===== src/rtl/systolic_feeder_if.sv =====
// Operand stream into systolic_feeder: one k-slice (A column, B row) per beat.
// A beat transfers on a rising edge where s_valid && s_ready; payload is only meaningful while s_valid=1.
interface systolic_feeder_if #(
    parameter int WIDTH      = 16,
    parameter int ARR_HEIGHT = 4,
    parameter int ARR_WIDTH  = 4
);
    logic                        s_valid;
    logic                        s_ready;
    logic                        s_last;
    logic [ARR_HEIGHT*WIDTH-1:0] s_a;
    logic [ARR_WIDTH*WIDTH-1:0]  s_b;
    logic [1:0]                  s_simd;

    modport master (
        output s_valid, s_last, s_a, s_b, s_simd,
        input  s_ready
    );

    modport slave (
        input  s_valid, s_last, s_a, s_b, s_simd,
        output s_ready
    );
endinterface


===== src/rtl/systolic_feeder.sv =====
// Skews A/B k-slices onto the systolic array edges, flushes with zeros, then pulses done.
// Optional feature macro: SYSTOLIC_FEEDER_BEAT_CNT_EN adds the pass_beats counter output.
module systolic_feeder #(
    parameter int WIDTH      = 16,
    parameter int ARR_HEIGHT = 4,
    parameter int ARR_WIDTH  = 4
) (
    input  logic                        clk,
    input  logic                        reset,
    systolic_feeder_if.slave            s,
    output logic [ARR_HEIGHT*WIDTH-1:0] in_a,
    output logic [ARR_WIDTH*WIDTH-1:0]  in_b,
    output logic [1:0]                  SIMD_control,
    output logic                        busy,
    output logic                        done,
    output logic [1:0]                  state_dbg
`ifdef SYSTOLIC_FEEDER_BEAT_CNT_EN
    ,
    output logic [15:0]                 pass_beats
`endif
);

    localparam logic [1:0] ST_IDLE  = 2'd0;
    localparam logic [1:0] ST_FEED  = 2'd1;
    localparam logic [1:0] ST_FLUSH = 2'd2;

    localparam int              CNT_W      = $clog2(ARR_HEIGHT + ARR_WIDTH);
    localparam logic [CNT_W-1:0] FLUSH_LOAD = CNT_W'(ARR_HEIGHT + ARR_WIDTH - 1);

    logic [1:0]       state_q, state_d;
    logic [CNT_W-1:0] cnt_q, cnt_d;
    logic             done_q, done_d;
    logic [1:0]       simd_q, simd_d;
    logic             accept;

    assign s.s_ready    = (state_q != ST_FLUSH);
    assign accept       = s.s_valid && s.s_ready;
    assign busy         = (state_q != ST_IDLE);
    assign done         = done_q;
    assign SIMD_control = simd_q;
    assign state_dbg    = state_q;

    always_comb begin
        state_d = state_q;
        cnt_d   = cnt_q;
        done_d  = 1'b0;
        simd_d  = simd_q;
        case (state_q)
            ST_IDLE: begin
                if (accept) begin
                    simd_d = s.s_simd;
                    if (s.s_last) begin
                        state_d = ST_FLUSH;
                        cnt_d   = FLUSH_LOAD;
                    end else begin
                        state_d = ST_FEED;
                    end
                end
            end
            ST_FEED: begin
                if (accept && s.s_last) begin
                    state_d = ST_FLUSH;
                    cnt_d   = FLUSH_LOAD;
                end
            end
            ST_FLUSH: begin
                if (cnt_q == '0) begin
                    state_d = ST_IDLE;
                    done_d  = 1'b1;
                end else begin
                    cnt_d = cnt_q - CNT_W'(1);
                end
            end
            default: state_d = ST_IDLE;
        endcase
    end

    always_ff @(posedge clk or negedge reset) begin
        if (!reset) begin
            state_q <= ST_IDLE;
            cnt_q   <= '0;
            done_q  <= 1'b0;
            simd_q  <= 2'b00;
        end else begin
            state_q <= state_d;
            cnt_q   <= cnt_d;
            done_q  <= done_d;
            simd_q  <= simd_d;
        end
    end

    // Row i is an (i+1)-deep shift chain; head in the low slot, tail drives the array edge.
    for (genvar i = 0; i < ARR_HEIGHT; i++) begin : g_row
        logic [(i+1)*WIDTH-1:0] chain_q, chain_d;

        always_comb begin
            chain_d              = chain_q << WIDTH;
            chain_d[WIDTH-1:0]   = accept ? s.s_a[i*WIDTH +: WIDTH] : '0;
        end

        always_ff @(posedge clk or negedge reset) begin
            if (!reset) chain_q <= '0;
            else        chain_q <= chain_d;
        end

        assign in_a[i*WIDTH +: WIDTH] = chain_q[i*WIDTH +: WIDTH];
    end

    for (genvar j = 0; j < ARR_WIDTH; j++) begin : g_col
        logic [(j+1)*WIDTH-1:0] chain_q, chain_d;

        always_comb begin
            chain_d              = chain_q << WIDTH;
            chain_d[WIDTH-1:0]   = accept ? s.s_b[j*WIDTH +: WIDTH] : '0;
        end

        always_ff @(posedge clk or negedge reset) begin
            if (!reset) chain_q <= '0;
            else        chain_q <= chain_d;
        end

        assign in_b[j*WIDTH +: WIDTH] = chain_q[j*WIDTH +: WIDTH];
    end

`ifdef SYSTOLIC_FEEDER_BEAT_CNT_EN
    logic [15:0] beats_q, beats_d;

    always_comb begin
        beats_d = beats_q;
        if (accept) begin
            if (state_q == ST_IDLE)      beats_d = 16'd1;
            else if (beats_q != 16'hFFFF) beats_d = beats_q + 16'd1;
        end
    end

    always_ff @(posedge clk or negedge reset) begin
        if (!reset) beats_q <= '0;
        else        beats_q <= beats_d;
    end

    assign pass_beats = beats_q;
`endif

endmodule


===== src/flat_wrapper.sv =====
// flat-port wrapper written by rule: the top's interface ports become plain ports
module systolic_feeder_flat 
#(
    parameter int WIDTH      = 16,
    parameter int ARR_HEIGHT = 4,
    parameter int ARR_WIDTH  = 4
)
  (clk, reset, in_a, in_b, SIMD_control, busy, done, state_dbg, s_s_valid, s_s_last, s_s_a, s_s_b, s_s_simd, s_s_ready);
  systolic_feeder_if #(.WIDTH(WIDTH), .ARR_HEIGHT(ARR_HEIGHT), .ARR_WIDTH(ARR_WIDTH)) s_i ();
  input  logic clk;
  input  logic reset;
  output logic [ARR_HEIGHT*WIDTH-1:0] in_a;
  output logic [ARR_WIDTH*WIDTH-1:0] in_b;
  output logic [1:0] SIMD_control;
  output logic busy;
  output logic done;
  output logic [1:0] state_dbg;
  input wire logic [$bits(s_i.s_valid)-1:0] s_s_valid;
  input wire logic [$bits(s_i.s_last)-1:0] s_s_last;
  input wire logic [$bits(s_i.s_a)-1:0] s_s_a;
  input wire logic [$bits(s_i.s_b)-1:0] s_s_b;
  input wire logic [$bits(s_i.s_simd)-1:0] s_s_simd;
  output wire logic [$bits(s_i.s_ready)-1:0] s_s_ready;
  assign s_i.s_valid = s_s_valid;
  assign s_i.s_last = s_s_last;
  assign s_i.s_a = s_s_a;
  assign s_i.s_b = s_s_b;
  assign s_i.s_simd = s_s_simd;
  assign s_s_ready = s_i.s_ready;
  systolic_feeder #(.WIDTH(WIDTH), .ARR_HEIGHT(ARR_HEIGHT), .ARR_WIDTH(ARR_WIDTH)) u_core (.clk(clk), .reset(reset), .s(s_i), .in_a(in_a), .in_b(in_b), .SIMD_control(SIMD_control), .busy(busy), .done(done), .state_dbg(state_dbg));
endmodule

===== config.mk =====
export PLATFORM = sky130hd
export DESIGN_NAME = systolic_feeder_flat
export DESIGN_NICKNAME = d
export VERILOG_FILES = /design/src/rtl/systolic_feeder_if.sv /design/src/rtl/systolic_feeder.sv /design/src/flat_wrapper.sv
export SDC_FILE = /design/constraint.sdc
export NUM_CORES = 1
export LEC_CHECK = 0
export ABC_AREA = 1
export CAP_MARGIN = 30
export CORE_MARGIN = 5
export CORE_UTILIZATION = 47
export CTS_CLUSTER_SIZE = 40
export DETAILED_ROUTE_END_ITERATION = 7
export PLACE_DENSITY = 0.79
export SYNTH_ARGS = -nofsm -noshare
export SYNTH_HDL_FRONTEND = slang
export SYNTH_SLANG_ARGS = --single-unit

===== constraint.sdc =====
create_clock -name clk -period 1.4 [get_ports clk]
set_clock_uncertainty 0.2 [all_clocks]
set_input_delay 0.42 -clock clk [delete_from_list [all_inputs] [get_ports clk]]
set_output_delay 0.42 -clock clk [all_outputs]
set_load 0.005 [all_outputs]

==> flow_summary.json, run 1 <==
{
  "status": "finished, violations left",
  "violations": "setup timing",
  "viasPerCell": 4.34,
  "fin_crit_ps": 1960,
  "yosysUniqueCellTypes": 12,
  "ys_seq_area_share_pct": 86.1,
  "yosys.area.top_type": "dfrtp_1",
  "wirelength_um": 22600,
  "firstDrtPassIters": 4,
  "crit_top_cell": "buf_6",
  "finalCritPeriodShare_pct": 140,
  "p_leak_nw": 7.65,
  "drc": 0,
  "multiInputGateArea_mm2": 0.00135,
  "grt_start_max_net_pins": 63,
  "reg2reg_from": "u_core.state_dbg[0]",
  "ys_ff_latch": 328,
  "ys_async_sr_fraction_pct": 100,
  "synth_common_cells": "dfrtp_1 (328), inv_1 (136), nor2_1 (132)",
  "fin_nets": 1131,
  "grt_pass1_vias": 6268,
  "insertion_delay_ps": 550,
  "synthFlopType": "dfrtp_1",
  "finalHoldViolations": 0,
  "cp_slowest_cell": "dfrtp_1",
  "powerDensity_mw_per_mm2": 1760,
  "dp.cells": 1194,
  "path_cells": "buf_6 > inv_4 > nand2_4 > buf_6",
  "worst_slack_ps": -559,
  "clockBufferDepth": 3,
  "routabilityCongestion": 0.770,
  "cp.buffers_inverters": 3,
  "post_drt_wl_per_cell_um": 17.5,
  "clk_pin_slew_ps": 60,
  "core_area_mm2": 0.0201,
  "syn_nets": 782,
  "io-pin-count": 269,
  "tightest_slew_ps": 539,
  "fmax_mhz": 510,
  "yosys.area_share.simple_pct": 6.58,
  "slew_headroom_pct": 63.9,
  "syn_area_per_cell_um2": 14.8,
  "rsz0062_at_grt": "true",
  "die_width_um": 152,
  "drv_cap": 0,
  "cp-start-kind": "flip-flop",
  "layout.cells.non_filler": 1288,
  "die-area_mm2": 0.0232,
  "synth_area_mm2": 0.00953,
  "clock-root-buffer": "clkbuf_16",
  "cp_slowest_stage_delay_ps": 440,
  "grt_pass1_wl_um": 33900,
  "crit_arrival_ps": 1340,
  "power_mw": 25.3,
  "hp-class": "reg2reg",
  "yosysWarningCount": 0,
  "crit_path_max_fanout": 3,
  "setup_viol": 269,
  "drv_slew": 0,
  "path_class": "reg2out",
  "syn_inst": 646,
  "synth_top_family_by_area": "buffers and inverters",
  "start_util_pct": 47.4,
  "htree_levels": 1,
  "peakVddDrop_uv": 1290,
  "whs_ps": 135,
  "synthMostInstantiatedCell": "dfrtp_1",
  "antenna_found_initial": 4,
  "cts_buffers": 31,
  "syn_to_final_growth_pct": 51.5,
  "fillers": 1277,
  "die_y_um": 152,
  "ant_nets": 0,
  "cp.depth": 4,
  "drtIter0Drc": 163,
  "min_from": "u_core.g_col[3].chain_q[32]",
  "synth_adder_area_share_pct": 0.263,
  "clock_sinks": 328,
  "synthDominantCellAreaShare_pct": 86.1,
  "rows": 52,
  "place_hpwl_um": 13000,
  "crit_path_end_kind": "output port",
  "cp.required_ps": 780,
  "ff_latch_area_mm2": 0.00821,
  "critical_path.startpoint": "u_core.state_dbg[0]",
  "grt_use_total_pct": 18.5,
  "cts_tree": "yes",
  "whs_path_depth": 0,
  "io_buffers": 268,
  "synth_area_leaders": "dfrtp_1 (86%), inv_1 (5.4%), nor2_1 (5.2%), buf_6 (1.4%), nand2_1 (0.87%)",
  "drive_gt1_share_pct": 38.4,
  "ff2ff_path_depth": 9,
  "vias": 5595,
  "synth_xor_xnor_area_share_pct": 0,
  "synth_compound_area_share_pct": 0.105,
  "cp_top_family": "flip-flops",
  "synth-edff-count": 0,
  "synthMuxAreaShare_pct": 0,
  "overflow": 0
}
## cell type report
class                      instances  area share (%)
clock inverter                     9           0.711
antenna                            1          0.0173
tap                              270            2.34
multi-input combinational        168            9.34
inverter                         137            3.63
sequential                       328            56.9
timing repair buffer             329            20.9
clock buffer                      46            6.18
## registers in the layout, summed over array words and instances (netlist names)
name / count
u_core.g_row.chain_q: 160
u_core.g_col.chain_q: 160
u_core.cnt_q: 3
u_core.state_dbg: 2
u_core.SIMD_control: 2
u_core.done: 1
## metal layers
metal	wire [um]	vias up	track usage, %
li1	-	2536	-
met1	8060	2786	20.3
met2	12000	204	33.3
met3	1640	61	6.25
met4	775	8	7.11
met5	48	-	0
## worst reg2reg max path: cells and delay by family (launching register included)
| kind | cells | cell delay [ps] |
|---|---|---|
| buffers and inverters | 6 | 870 |
| DFF | 1 | 440 |
| and+or+nand+nor | 3 | 180 |
## power breakdown
group          switching, mW  leakage, nW  internal (mW)
Sequential             0.493         4.32           11.1
Combinational           2.77         2.84           2.86
Clock                   3.36        0.493           4.75
## final timing paths
path / slack (ps) / endpoint
min in group asynchronous: 140 / u_core.g_col[3].chain_q[13]
max in group asynchronous: 270 / u_core.g_col[0].chain_q[7]
min reg2reg: 130 / u_core.g_col[3].chain_q[48]
max reg2reg: -390 / u_core.g_row[2].chain_q[9]
min: 130 / u_core.g_col[3].chain_q[48]
max: -560 / s_s_ready
## cell usage in the layout (no fill, tap or decap)
cell,instances
buf_12,16
buf_16,5
buf_2,128
buf_4,17
buf_6,18
buf_8,4
bufinv_16,2
clkbuf_1,9
clkbuf_16,39
clkbuf_8,6
clkdlybuf4s50_1,132
clkinv_2,5
dfrtp_1,328
diode_2,1
dlygate4sd3_1,1
ha_1,2
inv_1,134
inv_2,1
inv_4,1
inv_6,2
inv_8,1
nand2_1,12
nand2_2,7
nand2_4,4
nand2_8,2
nand3_1,4
nand3_2,2
nand4_1,1
nor2_1,3
nor2_2,77
nor2_4,52
o21ai_2,1
o21ai_4,1
## cells by family (layout without fill, tap and decap cells)
logic type,after synthesis,in the layout
AO/OA/AOI/OAI,2,2
other,0,1
AND/OR/NAND/NOR,163,164
buffers and inverters,151,521
adder cells (fa/ha/maj),2,2
flip-flops,328,328
## timing repair
action | in CTS | in global routing
resized for setup | 603 | 186
hold endpoints to repair | 328 | 0
hold buffers | 1 | 0
setup endpoints to repair | 202 | 271
buffers inserted | 24 | 7
pin swaps | 9 | 7
gates cloned | 8 | 10
## stage by stage
step / util [%] / cell area, um2 / setup slack (ps) / setup TNS [ps]
finish: 71.8 / 14400 / -559 / -75030
CTS: 68.2 / 13700 / -552 / -98610
global route: 71.8 / 14400 / -594 / -85980
global placement: 63.3 / 12700 / -340 / -46170
detailed placement: 63.3 / 12700 / -402 / -51920
floorplan: - / 9530 / 88.8 / 0
Power figures use the tool's default switching activity.
==> run 2, diff against run 1 <==
--- a/config.mk
+++ b/config.mk
@@ -12,6 +12,7 @@
 export CTS_CLUSTER_SIZE = 40
 export DETAILED_ROUTE_END_ITERATION = 7
 export PLACE_DENSITY = 0.79
+export RECOVER_POWER = 50
 export SYNTH_ARGS = -nofsm -noshare
 export SYNTH_HDL_FRONTEND = slang
 export SYNTH_SLANG_ARGS = --single-unit
==> run 2 against run 1 <==
The run still ends with setup timing left. Non-clock buffer count stayed put. Global-route usage stayed put. Largest cell class unchanged. Clock-buffer cell count stayed put. Critical endpoint unchanged. Via count hardly changed.
==> flow_summary.json, run 2 (synthesis results as in run 1) <==
{
  "vias": 5594,
  "die_y_um": 152,
  "drv_slew": 0,
  "path_class": "reg2out",
  "cts_buffers": 31,
  "reg2reg_from": "u_core.state_dbg[0]",
  "cp.buffers_inverters": 3,
  "grt_start_max_net_pins": 63,
  "violations": "setup timing",
  "crit_arrival_ps": 1340,
  "clock-root-buffer": "clkbuf_16",
  "hp-class": "reg2reg",
  "internal-power_mw": 18.7,
  "fin_nets": 1131,
  "wirelength_um": 22600,
  "tightest_slew_ps": 837,
  "cp.required_ps": 780,
  "use_met3_pct": 6.25,
  "post_drt_wl_per_cell_um": 17.5,
  "io_buffers": 268,
  "grt_use_total_pct": 18.5,
  "overflow": 0,
  "power_mw": 25.3,
  "netSwitchingFraction_pct": 26.2,
  "clock_sinks": 328,
  "die_width_um": 152,
  "finalCritPeriodShare_pct": 140,
  "crit_path_end_kind": "output port",
  "powerDensity_mw_per_mm2": 1760,
  "finalHoldViolations": 0,
  "start_util_pct": 47.4,
  "final_util_pct": 71.8,
  "cp-start-kind": "flip-flop",
  "slew_headroom_pct": 44.2,
  "p_seq_share_pct": 45.8,
  "htree_levels": 1,
  "grt_pass1_vias": 6268,
  "peakVddDrop_uv": 1290,
  "place_hpwl_um": 13000,
  "final_cell_mix": "dfrtp_1 (328), inv_1 (134), clkdlybuf4s50_1 (132)",
  "insertion_delay_ps": 550,
  "clk_pin_slew_ps": 60,
  "min_from": "u_core.g_col[3].chain_q[32]",
  "viasPerCell": 4.34,
  "syn_to_final_growth_pct": 51.4,
  "path_cells": "buf_6 > inv_4 > nand2_4 > buf_6",
  "whs_ps": 135,
  "drv_cap": 0,
  "core_area_mm2": 0.0201,
  "drc": 0,
  "min_delay_worst_endpoint": "u_core.g_col[3].chain_q[48]",
  "setup_viol": 509,
  "grt_util_met2_pct": 33.3,
  "antenna_found_initial": 4,
  "whs_path_depth": 0,
  "clockBufferDepth": 3,
  "cp_slowest_stage_delay_ps": 440,
  "io-pin-count": 269,
  "met1_usage_pct": 20.3,
  "cts_tree": "yes",
  "clkPwrFrac_pct": 32.0,
  "fin_crit_ps": 1960,
  "cp_top_family": "flip-flops",
  "drive_gt1_share_pct": 38.4,
  "crit_top_cell": "buf_6",
  "rsz0062_at_grt": "true",
  "grt_busiest_layer": "met2",
  "drtIter0Drc": 163,
  "die-area_mm2": 0.0232,
  "p_leak_nw": 7.65,
  "final_common_cell": "dfrtp_1",
  "status": "finished, violations left",
  "ant_nets": 0,
  "fmax_mhz": 510,
  "crit_path_max_fanout": 3,
  "cp_slowest_cell": "dfrtp_1",
  "regToRegSetupSlack_ps": -390,
  "power_frac_comb_pct": 22.2,
  "routabilityCongestion": 0.770,
  "switchingPower_mw": 6.63,
  "firstDrtPassIters": 4,
  "ff2ff_path_depth": 9,
  "worst_slack_ps": -559,
  "r2r-end": "u_core.g_row[2].chain_q[9]",
  "grt_pass1_wl_um": 33900,
  "rows": 52,
  "reg_top3": "u_core.g_col.chain_q: 160 flops, u_core.g_row.chain_q: 160 flops, u_core.cnt_q: 3 flops"
}
-- run 2: changes by cell type in the layout (fill, tap and decap cells not counted), sizes merged --
| cell | change |
|---|---|
| buf | -1 |
| clkbuf | +1 |
-- run 2: power groups by stage --
stage	logic [mW]	registers (mW)	clock network, mW
after floorplan	1.12	11.7	0
after global placement	3.64	11.7	0
after detailed placement	3.73	11.8	0
after CTS	4.62	11.6	8.27
after global routing	6.04	11.8	8.76
final	5.63	11.6	8.12
-- run 2: worst max-delay path by stage --
stage | cells after the start | startpoint | endpoint
floorplan | 6 | u_core.state_dbg[0] | u_core.g_row[0].chain_q[0]
global placement | 4 | s_s_valid | u_core.g_col[1].chain_q[14]
detailed placement | 4 | s_s_valid | u_core.g_col[0].chain_q[6]
CTS | 4 | u_core.state_dbg[0] | s_s_ready
global route | 4 | u_core.state_dbg[0] | s_s_ready
finish | 4 | u_core.state_dbg[0] | s_s_ready
-- run 2: timing repair --
action	CTS	global route
resized for setup	603	186
endpoints found under the setup margin	202	271
hold endpoints to repair	328	0
hold buffers	1	0
pin swaps	9	7
setup buffers	24	7
gates cloned	8	10
-- run 2: worst reg2reg max path, delay by kind of cell, from the launching register on --
family | cells | cell delay (ps)
buffers and inverters | 6 | 870
flip-flops | 1 | 440
AND/OR/NAND/NOR | 3 | 180
-- run 2: stage by stage --
stage	area [um2]	setup slack, ps	cells	TNS [ps]
after global routing	14400	-594	1287	-142230
after CTS	13700	-552	1281	-98610
after global placement	12700	-340	1194	-46170
after floorplan	9530	88.8	646	0
after detailed placement	12700	-402	1194	-51920
final	14400	-559	1288	-87460
-- run 2: routing by layer --
metal / up-vias / part of all wire (%)
met2: 204 / 53
met4: 8 / 3.4
met5: - / 0.21
met1: 2785 / 36
li1: 2536 / -
met3: 61 / 7.3
-- run 2: final cells by class --
type / count / area, um2
flip-flops and latches: 328 / 8210
fillers: 1278 / 5680
repair buffers: 329 / 3010
multi-input cells: 168 / 1350
clock buffers: 46 / 892
inverters: 137 / 524
well taps: 270 / 338
clock inverters: 9 / 103
diodes: 1 / 2.50
